**src/rtl/lsu_pkg.sv**
```systemverilog
// lsu_rmw shared definitions: funct3 codes, FSM states, access checks.
// Optional misalignment trap is selected in lsu_rmw by LSU_MISALIGN_TRAP_EN.
package lsu_pkg;

    localparam logic [2:0] F3_B  = 3'b000;
    localparam logic [2:0] F3_H  = 3'b001;
    localparam logic [2:0] F3_W  = 3'b010;
    localparam logic [2:0] F3_BU = 3'b100;
    localparam logic [2:0] F3_HU = 3'b101;

    typedef enum logic [2:0] {
        S_IDLE,
        S_RD,
        S_RESP,
        S_RMW,
        S_WR,
        S_ERR
    } state_t;

    function automatic logic f3_legal(
        input logic       we,
        input logic [2:0] f3
    );
        logic ok;
        ok = (f3 == F3_B) || (f3 == F3_H) || (f3 == F3_W);
        if (!we)
            ok = ok || (f3 == F3_BU) || (f3 == F3_HU);
        return ok;
    endfunction

    function automatic logic misaligned(
        input logic [2:0] f3,
        input logic [1:0] lo
    );
        logic m;
        m = 1'b0;
        if ((f3 == F3_H) || (f3 == F3_HU))
            m = lo[0];
        else if (f3 == F3_W)
            m = (lo != 2'b00);
        return m;
    endfunction

    function automatic logic [1:0] force_align(
        input logic [2:0] f3,
        input logic [1:0] lo
    );
        logic [1:0] a;
        a = lo;
        if ((f3 == F3_H) || (f3 == F3_HU))
            a = {lo[1], 1'b0};
        else if (f3 == F3_W)
            a = 2'b00;
        return a;
    endfunction

endpackage

```
**src/rtl/lsu_rmw_if.sv**
```systemverilog
// Core-side request/response channel of the load/store unit.
// master = core, slave = lsu_rmw.
interface lsu_rmw_if #(
    parameter int XLEN = 32
);
    logic            req_valid;
    logic            req_ready;
    logic            req_we;
    logic [2:0]      req_funct3;
    logic [XLEN-1:0] req_addr;
    logic [XLEN-1:0] req_wdata;
    logic            resp_valid;
    logic [XLEN-1:0] resp_rdata;
    logic            resp_err;

    modport master (
        output req_valid, req_we, req_funct3, req_addr, req_wdata,
        input  req_ready, resp_valid, resp_rdata, resp_err
    );

    modport slave (
        input  req_valid, req_we, req_funct3, req_addr, req_wdata,
        output req_ready, resp_valid, resp_rdata, resp_err
    );
endinterface

```
**src/rtl/lsu_align.sv**
```systemverilog
// Lane extraction with sign/zero extension for loads, and
// byte/halfword merge into the read word for sub-word stores.
module lsu_align
    import lsu_pkg::*;
#(
    parameter int XLEN = 32
) (
    input  logic [XLEN-1:0] rbuf,
    input  logic [XLEN-1:0] wdata,
    input  logic [2:0]      funct3,
    input  logic [1:0]      lo,
    output logic [XLEN-1:0] load_ext,
    output logic [XLEN-1:0] store_merge
);
    logic [7:0]  b;
    logic [15:0] h;

    always_comb begin
        b = rbuf[{lo, 3'b000} +: 8];
        h = rbuf[{lo[1], 4'b0000} +: 16];
        load_ext = '0;
        unique case (1'b1)
            (funct3 == F3_B):  load_ext = {{(XLEN-8){b[7]}}, b};
            (funct3 == F3_H):  load_ext = {{(XLEN-16){h[15]}}, h};
            (funct3 == F3_W):  load_ext = rbuf;
            (funct3 == F3_BU): load_ext = {{(XLEN-8){1'b0}}, b};
            (funct3 == F3_HU): load_ext = {{(XLEN-16){1'b0}}, h};
            default:           load_ext = '0;
        endcase
    end

    always_comb begin
        store_merge = rbuf;
        unique case (1'b1)
            (funct3 == F3_B): store_merge[{lo, 3'b000} +: 8] = wdata[7:0];
            (funct3 == F3_H): store_merge[{lo[1], 4'b0000} +: 16] = wdata[15:0];
            (funct3 == F3_W): store_merge = wdata;
            default:          store_merge = rbuf;
        endcase
    end
endmodule

```
**src/rtl/lsu_rmw.sv**
```systemverilog
// RV32I load/store unit in front of a word-addressed memory.
// LSU_MISALIGN_TRAP_EN: trap misaligned H/W instead of forcing alignment.
module lsu_rmw
    import lsu_pkg::*;
#(
    parameter int MEM_AW = 10,
    parameter int XLEN   = 32
) (
    input  logic              clk,
    input  logic              rst,
    lsu_rmw_if.slave          core,
    output logic [MEM_AW-1:0] mem_addr,
    output logic [XLEN-1:0]   mem_wd,
    output logic              mem_we,
    input  logic [XLEN-1:0]   mem_rd
);
    state_t            state;
    logic [2:0]        f3_q;
    logic [MEM_AW-1:0] idx_q;
    logic [1:0]        lo_q;
    logic [XLEN-1:0]   wdata_q;
    logic [XLEN-1:0]   rbuf;
    logic              rv_q;
    logic              err_q;
    logic              mwe_q;

    logic              bad;
    logic [1:0]        lo_acc;
    logic [XLEN-1:0]   load_ext;
    logic [XLEN-1:0]   store_merge;
    logic              unused_addr;

    assign unused_addr = ^core.req_addr[XLEN-1:MEM_AW+2];

    always_comb begin
        bad    = !f3_legal(core.req_we, core.req_funct3);
        lo_acc = core.req_addr[1:0];
`ifdef LSU_MISALIGN_TRAP_EN
        bad = bad | misaligned(core.req_funct3, core.req_addr[1:0]);
`else
        lo_acc = force_align(core.req_funct3, core.req_addr[1:0]);
`endif
    end

    lsu_align #(.XLEN(XLEN)) u_align (
        .rbuf        (rbuf),
        .wdata       (wdata_q),
        .funct3      (f3_q),
        .lo          (lo_q),
        .load_ext    (load_ext),
        .store_merge (store_merge)
    );

    always_ff @(posedge clk) begin
        if (rst) begin
            state   <= S_IDLE;
            f3_q    <= F3_B;
            idx_q   <= '0;
            lo_q    <= '0;
            wdata_q <= '0;
            rbuf    <= '0;
            rv_q    <= 1'b0;
            err_q   <= 1'b0;
            mwe_q   <= 1'b0;
        end else begin
            unique case (state)
                S_IDLE: begin
                    rv_q  <= 1'b0;
                    err_q <= 1'b0;
                    mwe_q <= 1'b0;
                    if (core.req_valid) begin
                        f3_q    <= core.req_funct3;
                        idx_q   <= core.req_addr[MEM_AW+1:2];
                        lo_q    <= lo_acc;
                        wdata_q <= core.req_wdata;
                        if (bad) begin
                            state <= S_ERR;
                            rv_q  <= 1'b1;
                            err_q <= 1'b1;
                        end else if (!core.req_we) begin
                            state <= S_RD;
                        end else if (core.req_funct3 == F3_W) begin
                            state <= S_WR;
                            rv_q  <= 1'b1;
                            mwe_q <= 1'b1;
                        end else begin
                            state <= S_RMW;
                        end
                    end
                end
                S_RD: begin
                    rbuf  <= mem_rd;
                    rv_q  <= 1'b1;
                    state <= S_RESP;
                end
                S_RESP: begin
                    rv_q  <= 1'b0;
                    state <= S_IDLE;
                end
                S_RMW: begin
                    rbuf  <= mem_rd;
                    rv_q  <= 1'b1;
                    mwe_q <= 1'b1;
                    state <= S_WR;
                end
                S_WR: begin
                    rv_q  <= 1'b0;
                    mwe_q <= 1'b0;
                    state <= S_IDLE;
                end
                S_ERR: begin
                    rv_q  <= 1'b0;
                    err_q <= 1'b0;
                    state <= S_IDLE;
                end
                default: state <= S_IDLE;
            endcase
        end
    end

    // Reset wins over a pending write even mid-access.
    assign mem_we   = mwe_q & ~rst;
    assign mem_wd   = (state == S_WR) ? store_merge : '0;
    assign mem_addr = (state == S_IDLE) ? '0 : idx_q;

    assign core.req_ready  = (state == S_IDLE);
    assign core.resp_valid = rv_q;
    assign core.resp_err   = err_q;
    assign core.resp_rdata = (state == S_RESP) ? load_ext : '0;
endmodule

```
**src/flat_wrapper.sv**
```systemverilog
// flat-port wrapper written by rule: the top's interface ports become plain ports
module lsu_rmw_flat import lsu_pkg::*;
#(
    parameter int MEM_AW = 10,
    parameter int XLEN   = 32
)
  (clk, rst, mem_addr, mem_wd, mem_we, mem_rd, core_req_valid, core_req_we, core_req_funct3, core_req_addr, core_req_wdata, core_req_ready, core_resp_valid, core_resp_rdata, core_resp_err);
  lsu_rmw_if #(.XLEN(XLEN)) core_i ();
  input  logic clk;
  input  logic rst;
  output logic [MEM_AW-1:0] mem_addr;
  output logic [XLEN-1:0] mem_wd;
  output logic mem_we;
  input  logic [XLEN-1:0] mem_rd;
  input wire logic [$bits(core_i.req_valid)-1:0] core_req_valid;
  input wire logic [$bits(core_i.req_we)-1:0] core_req_we;
  input wire logic [$bits(core_i.req_funct3)-1:0] core_req_funct3;
  input wire logic [$bits(core_i.req_addr)-1:0] core_req_addr;
  input wire logic [$bits(core_i.req_wdata)-1:0] core_req_wdata;
  output wire logic [$bits(core_i.req_ready)-1:0] core_req_ready;
  output wire logic [$bits(core_i.resp_valid)-1:0] core_resp_valid;
  output wire logic [$bits(core_i.resp_rdata)-1:0] core_resp_rdata;
  output wire logic [$bits(core_i.resp_err)-1:0] core_resp_err;
  assign core_i.req_valid = core_req_valid;
  assign core_i.req_we = core_req_we;
  assign core_i.req_funct3 = core_req_funct3;
  assign core_i.req_addr = core_req_addr;
  assign core_i.req_wdata = core_req_wdata;
  assign core_req_ready = core_i.req_ready;
  assign core_resp_valid = core_i.resp_valid;
  assign core_resp_rdata = core_i.resp_rdata;
  assign core_resp_err = core_i.resp_err;
  lsu_rmw #(.MEM_AW(MEM_AW), .XLEN(XLEN)) u_core (.clk(clk), .rst(rst), .core(core_i), .mem_addr(mem_addr), .mem_wd(mem_wd), .mem_we(mem_we), .mem_rd(mem_rd));
endmodule
```
**config.mk**
```make
export PLATFORM = sky130hd
export DESIGN_NAME = lsu_rmw_flat
export DESIGN_NICKNAME = d
export VERILOG_FILES = /design/src/rtl/lsu_pkg.sv /design/src/rtl/lsu_rmw_if.sv /design/src/rtl/lsu_align.sv /design/src/rtl/lsu_rmw.sv /design/src/flat_wrapper.sv
export SDC_FILE = /design/constraint.sdc
export NUM_CORES = 1
export LEC_CHECK = 0
export CAP_MARGIN = 20
export CORE_ASPECT_RATIO = 1.2
export CORE_MARGIN = 2
export CORE_UTILIZATION = 30
export CTS_CLUSTER_DIAMETER = 50
export DETAILED_ROUTE_END_ITERATION = 16
export HOLD_SLACK_MARGIN = 0.06
export MAX_ROUTING_LAYER = met4
export PLACE_DENSITY_LB_ADDON = 0.05
export SLEW_MARGIN = 5
export SYNTH_ARGS = -nofsm -noshare
export SYNTH_HDL_FRONTEND = slang
export SYNTH_HIERARCHICAL = 1
export SYNTH_SLANG_ARGS = --single-unit
```
**constraint.sdc**
```tcl
create_clock -name clk -period 2.9 [get_ports clk]
set_input_delay 0.58 -clock clk [delete_from_list [all_inputs] [get_ports clk]]
set_output_delay 0.58 -clock clk [all_outputs]
set_load 0.02 [all_outputs]
```
==> results of run 1 <==
==> worst register-to-register path, cell delays in order, from the launching register on <==
cell,delay (ns)
dfxtp_1,0.34
buf_4,0.18
or4b_1,0.74
or3_1,0.45
a21oi_1,0.13
==> worst max-delay path by stage <==
stage / to / slack [ns]
6_report: mem_wd[10] / 0.04
5_1_grt: core_resp_rdata[12] / -0.06
4_1_cts: core_resp_rdata[31] / -0.06
3_5_place_dp: mem_wd[10] / -0.07
3_3_place_gp: mem_wd[13] / -0.08
2_1_floorplan: mem_wd[13] / 0.36
==> area by class of cell <==
class / instances / area [um2] / share of cell area
Multi-Input combinational cell: 738 / 4350 / 0.493
Timing Repair Buffer: 234 / 2100 / 0.238
Sequential cell: 85 / 1710 / 0.194
Tap cell: 270 / 338 / 0.0383
Clock buffer: 12 / 256 / 0.0291
Clock inverter: 4 / 53.8 / 0.00610
Inverter: 4 / 15.0 / 0.00170
==> metrics by stage <==
stage               setup slack [ns]  hold WS [ns]  setup TNS [ns]  total power [W]
CTS                          -0.0574         0.452          -0.256          0.00362
global placement             -0.0767         0.438          -0.272          0.00236
detailed placement           -0.0723         0.442          -0.209          0.00237
floorplan                      0.359         0.432               0          0.00193
finish                        0.0359         0.451               0          0.00361
global route                 -0.0559         0.464          -0.149          0.00378
==> what timing repair did <==
item | CTS | global route
setup buffers | 1 | 4
gates resized for setup | 138 | 76
pin swaps | 1 | 6
endpoints found under the setup margin | 64 | 55
==> layout by cell type (no fill, tap or decap), types with 9 or more instances in the layout <==
master and n:
buf_4 63, clkdlybuf4s15_2 10, o21a_1 9, mux2i_1 9, nor2_1 26, dlygate4sd2_1 11, a221oi_1 16, nand3_1 9
clkbuf_2 25, o21bai_1 9, clkdlybuf4s15_1 9, nand2b_1 33, dfxtp_1 80, o22ai_1 14, o211ai_1 16, clkbuf_16 9
a31oi_1 27, nor3_1 10, nor2b_1 40, nand2_1 185, and2_1 68, o21ai_0 19, clkdlybuf4s50_1 95, a22o_1 16
nand3b_1 22, o32ai_1 9, a21oi_1 126
==> synthesized netlist by cell type (10+ instances only) <==
cell and n:
buf_2 18, o21ai_0 21, a22o_1 16, o22ai_1 14
dfxtp_1 85, a21oi_1 126, a221oi_1 16, nor2_1 27
and2_1 70, o211ai_1 16, nand3b_1 22, nand2_1 185
a31oi_1 29, nor3_1 10, nand2b_1 33, o21a_1 10
nor2b_1 50, clkbuf_1 65
==> registers in the layout, summed over array words and instances, names as in the netlist <==
signal and cells:
u_core/idx_q 10, u_core/state 3, u_core/f3_q 3, u_core/core.resp_valid 1
u_core/wdata_q 32, u_core/core.resp_err 1, u_core/mwe_q 1, u_core/rbuf 32
u_core/lo_q 2
==> report_power, final <==
part	switching (W)	total, W	internal [W]
logic	0.000561	0.00103	0.000468
clock network	0.000519	0.00124	0.000719
registers	0.0000940	0.00134	0.00124
total	0.00117	0.00361	0.00243
==> per-layer routing <==
layer  vias to the layer above  global-route usage  share of wire
met5                         -                   -              0
met4                         0              0.0694          0.019
met3                        27              0.0273          0.046
met2                       206               0.376           0.48
met1                      3314               0.296           0.46
li1                       3519                   -              -
==> kinds of logic after synthesis <==
| family | synth area share |
|---|---|
| compound gates | 0.300 |
| xor+xnor | 0.00138 |
| fa+ha+maj | 0.00984 |
| buf+inv | 0.0656 |
| flops | 0.268 |
| mux | 0.0195 |
| simple gates | 0.336 |
==> flow_metrics.tcl, run 1 <==
set metrics [dict create \
    status "finished, final reports clean" \
    dr.pass1.iters 4 \
    antenna-diode-count 0 \
    grt_use_total 0.230 \
    worst_pin_slew_ns 0.973 \
    htree_levels 3 \
    netlist_top_cells_area "dfxtp_1 (27%), nand2_1 (11%), a21oi_1 (9.9%)" \
    worst_setup_path_start_kind "flop" \
    gp_congestion 0.908 \
    startpoint "u_core/lo_q[0]" \
    placementRows 58 \
    worstPathMaxFanout 8 \
    ys_types 48 \
    finalNonFillerCells 1347 \
    hold_path_startpoint "u_core/idx_q[8]" \
    arrival_ns 2.28 \
    area_growth_pct 38.7 \
    clk_latency_ns 0.35 \
    fmax_mhz 349 \
    ys_ff_latch 85 \
    place_area_um2 8500 \
    die_w_um 137 \
    min_path_cells 2 \
    cts_tree "yes" \
    rr_endpoint "u_core/core.resp_err" \
    cts_buffer_depth 2 \
    syn_area_per_cell_um2 6.91 \
    final_util 0.422 \
    crit_chain "inv_1, ha_2, nor2b_4, a21boi_0, o32ai_1, o21a_1, and2_1, clkdlybuf4s15_2" \
    wirelength_mm 25.0 \
    r2r_slack_ns 0.99 \
    worst-path-buf-inv 2 \
    vias_per_cell 5.25 \
    end_kind "output port" \
    n_fill_cell 2308 \
    vias 7066 \
    rsz0062_at_grt "yes" \
    initial_core_util 0.304 \
    grt_overflow 0 \
    powerDensity_nw_per_um2 409 \
    ys_warn_count 6 \
    core_um2 20900 \
    hold_class "flop to flop" \
    holdPathEnd "u_core/idx_q[8]" \
    antenna_left 0 \
    fin_nets 1180 \
    grt_pass1_vias 6856 \
    hold_viol_final 0 \
    grt_pass1_wl_mm 38.3 \
    setup_viol 0 \
    reg2reg_depth 4 \
    placed_cells 1326 \
    dieArea_um2 22400 \
    cap_violations 0 \
    synth_top_area_cell "dfxtp_1" \
    max_stage_delay_ns 0.33 \
    final_area_um2 8810 \
    drv_slew 0 \
    rr_startpoint "u_core/state[0]" \
    synth_top_area_frac 0.268 \
    fin_crit_sh 0.988 \
    crit_cells 8 \
    drt_iter0_drc 417 \
    grt_start_max_net_pins 87 \
    die_h_um 163 \
    synth_edf_count 0 \
    p_leak_nw 3.22 \
    wl_per_cell_um 18.6 \
    skew_ns 0.00401 \
    syn_nets 1027 \
    worst_path_max_delay_cell "dfxtp_2" \
    crit_type "flop to output port" \
    layout-drive-gt1-share 0.158 \
    io_pins 181 \
    ys_seq_area_frac 0.268 \
    netlist_instances 919 \
    critical_path.top_delay_family "compound AO/OA/AOI/OAI gates" \
    port_buffers 160 \
    critPathRequiredTime_ns 2.32 \
    synth_area_um2 6350 \
    antenna_found_initial 0 \
    dpl.hpwl_mm 17.7 \
    drc_errors 0 \
    ys.flop_type "dfxtp_1" \
    fin_crit_ns 2.86 \
    ir_worst_vdd_uv 290 \
    slew-limit-headroom 0.351 \
    cts_inserted_buffers 9 \
    synthArstFlopShare 0 \
    cts_hold_buf 0 \
    clock_sinks 85 \
    cts-root-buf "clkbuf_16" \
    clkSlewWorstSetupHoldPaths_ns 0.07 \
]
Power figures use the tool's default switching activity.
==> run 2, diff against run 1 <==
--- a/config.mk
+++ b/config.mk
@@ -7,13 +7,15 @@
 export LEC_CHECK = 0
 export CAP_MARGIN = 20
 export CORE_ASPECT_RATIO = 1.2
-export CORE_MARGIN = 2
+export CORE_MARGIN = 3
 export CORE_UTILIZATION = 30
 export CTS_CLUSTER_DIAMETER = 50
 export DETAILED_ROUTE_END_ITERATION = 16
+export GPL_TIMING_DRIVEN = 0
 export HOLD_SLACK_MARGIN = 0.06
 export MAX_ROUTING_LAYER = met4
 export PLACE_DENSITY_LB_ADDON = 0.05
+export RECOVER_POWER = 25
 export SLEW_MARGIN = 5
 export SYNTH_ARGS = -nofsm -noshare
 export SYNTH_HDL_FRONTEND = slang
==> flow_metrics.tcl, run 2 (synthesis results as in run 1) <==
set metrics [dict create \
    port_buffers 158 \
    pre_cts_ws_ns -0.724 \
    cts_buffer_depth 2 \
    pwr-share-seq 0.385 \
    fin_crit_ns 2.91 \
    clk_latency_ns 0.36 \
    htree_levels 3 \
    slew-limit-headroom 0.529 \
    cap_violations 0 \
    antenna_found_initial 0 \
    p_sw_w 0.00121 \
    fin_nets 1205 \
    combPwrFrac 0.297 \
    placementRows 57 \
    min_path_cells 2 \
    grt_pass1_wl_mm 40.8 \
    r2r_slack_ns 0.76 \
    skew_ns 0.0108 \
    rr_endpoint "u_core/wdata_q[28]" \
    rr_startpoint "u_core/state[1]" \
    p_sw_frac 0.340 \
    vias 7220 \
    grt_overflow 0 \
    end_kind "output port" \
    gp_congestion 0.939 \
    antenna-diode-count 0 \
    violations "negative setup slack" \
    wirelength_mm 26.8 \
    core_um2 20500 \
    fin_crit_sh 1.00 \
    grt_use_total 0.234 \
    worst_slack_ns -0.0112 \
    antenna_left 0 \
    ir_worst_vdd_uv 248 \
    arrival_ns 2.33 \
    crit_type "flop to output port" \
    cts-root-buf "clkbuf_16" \
    fmax_mhz 343 \
    reg2reg_depth 6 \
    area_growth_pct 39.6 \
    final_common_cell "nand2_1" \
    cts_tree "yes" \
    layout-drive-gt1-share 0.166 \
    status "finished, violations left" \
    cts_inserted_buffers 9 \
    die_h_um 165 \
    cts_hold_buf 0 \
    worst_pin_slew_ns 0.707 \
    hold_path_startpoint "u_core/idx_q[7]" \
    drv_slew 0 \
    die_w_um 139 \
    drc_errors 0 \
    dr.pass1.iters 5 \
    setup_viol 1 \
    initial_core_util 0.309 \
    grt_pass1_vias 7086 \
    holdPathEnd "u_core/idx_q[7]" \
    grt_start_max_net_pins 15 \
    clockPowerShare 0.319 \
    clkSlewWorstSetupHoldPaths_ns 0.07 \
    wl_per_cell_um 19.6 \
    cellInternalPower_w 0.00234 \
    clock_sinks 85 \
    hold_class "flop to flop" \
    worstPathMaxFanout 8 \
    dpl.hpwl_mm 20.3 \
    worst_setup_path_start_kind "flop" \
    final_cell_mix "nand2_1 (185), a21oi_1 (122), clkdlybuf4s50_1 (91), dfxtp_1 (80), and2_1 (65)" \
    vias_per_cell 5.28 \
    hold_viol_final 0 \
    drt_iter0_drc 432 \
    rsz0062_at_grt "yes" \
    critPathRequiredTime_ns 2.32 \
    p_leak_nw 3.21 \
    p_total_w 0.00355 \
    io_pins 181 \
    powerDensity_nw_per_um2 400 \
    dieArea_um2 23000 \
    top_regs "u_core/rbuf (32), u_core/wdata_q (32), u_core/idx_q (10)" \
]
[run 2: how the worst max path moves through the flow]
stage / startpoint / to / slack [ns] / cells after the start
after global placement: u_core/lo_q[1] / mem_wd[15] / -0.73 / 10
final: u_core/lo_q[0] / mem_wd[15] / -0.01 / 8
after floorplan: u_core/lo_q[1] / mem_wd[13] / 0.36 / 9
after detailed placement: u_core/lo_q[1] / mem_wd[15] / -0.72 / 10
after CTS: u_core/lo_q[0] / mem_wd[15] / -0.006 / 8
after global routing: u_core/lo_q[0] / mem_wd[15] / -0.08 / 8
[run 2: area by class of cell]
class | instances | area [um2]
Fill cell | 2306 | 11700
Multi-Input combinational cell | 738 | 4450
Sequential cell | 85 | 1720
Timing Repair Buffer | 172 | 1560
Buffer | 87 | 502
Tap cell | 265 | 332
Clock buffer | 12 | 256
Clock inverter | 4 | 31.3
Inverter | 4 | 22.5
[run 2: power by group through the flow]
| stage | clock [W] | sequential (W) | combinational, W |
|---|---|---|---|
| final | 0.00113 | 0.00137 | 0.00105 |
| after detailed placement | 0 | 0.00139 | 0.000956 |
| after CTS | 0.00117 | 0.00136 | 0.00102 |
| after floorplan | 0 | 0.00133 | 0.000604 |
| after global routing | 0.00121 | 0.00137 | 0.00115 |
| after global placement | 0 | 0.00139 | 0.000957 |
[run 2: timing repair]
action,4_1_cts,5_1_grt
gates resized for setup,247,99
pin swaps,11,11
setup buffers,8,6
endpoints found under the setup margin,64,69
[run 2: critical path, stage by stage, from the launching register on]
cell and delay [ns]:
dfxtp_4 0.41, clkinvlp_4 0.18, ha_4 0.36, and2_4 0.20, a21boi_1 0.09, o32ai_2 0.33
o21a_1 0.17, and2_1 0.13, buf_6 0.12
[run 2: per-layer routing]
| metal | part of all wire | vias up | global-route usage |
|---|---|---|---|
| met2 | 0.48 | 242 | 0.393 |
| met4 | 0.023 | 0 | 0.0778 |
| met3 | 0.046 | 38 | 0.0314 |
| li1 | - | 3581 | - |
| met1 | 0.45 | 3359 | 0.292 |
| met5 | 0 | - | - |
[run 2: metrics by stage]
step / cells / instance area [um2] / hold slack, ns / util / TNS (ns)
6_report: 1367 / 8870 / 0.453 / 0.432 / -0.0112
5_1_grt: 1367 / 8870 / 0.470 / 0.432 / -0.216
4_1_cts: 1363 / 8830 / 0.455 / 0.430 / -0.00578
3_5_place_dp: 1342 / 8270 / 0.446 / 0.403 / -24.97
3_3_place_gp: 1342 / 8270 / 0.438 / 0.403 / -25.35
2_1_floorplan: 919 / 6350 / 0.432 / - / 0
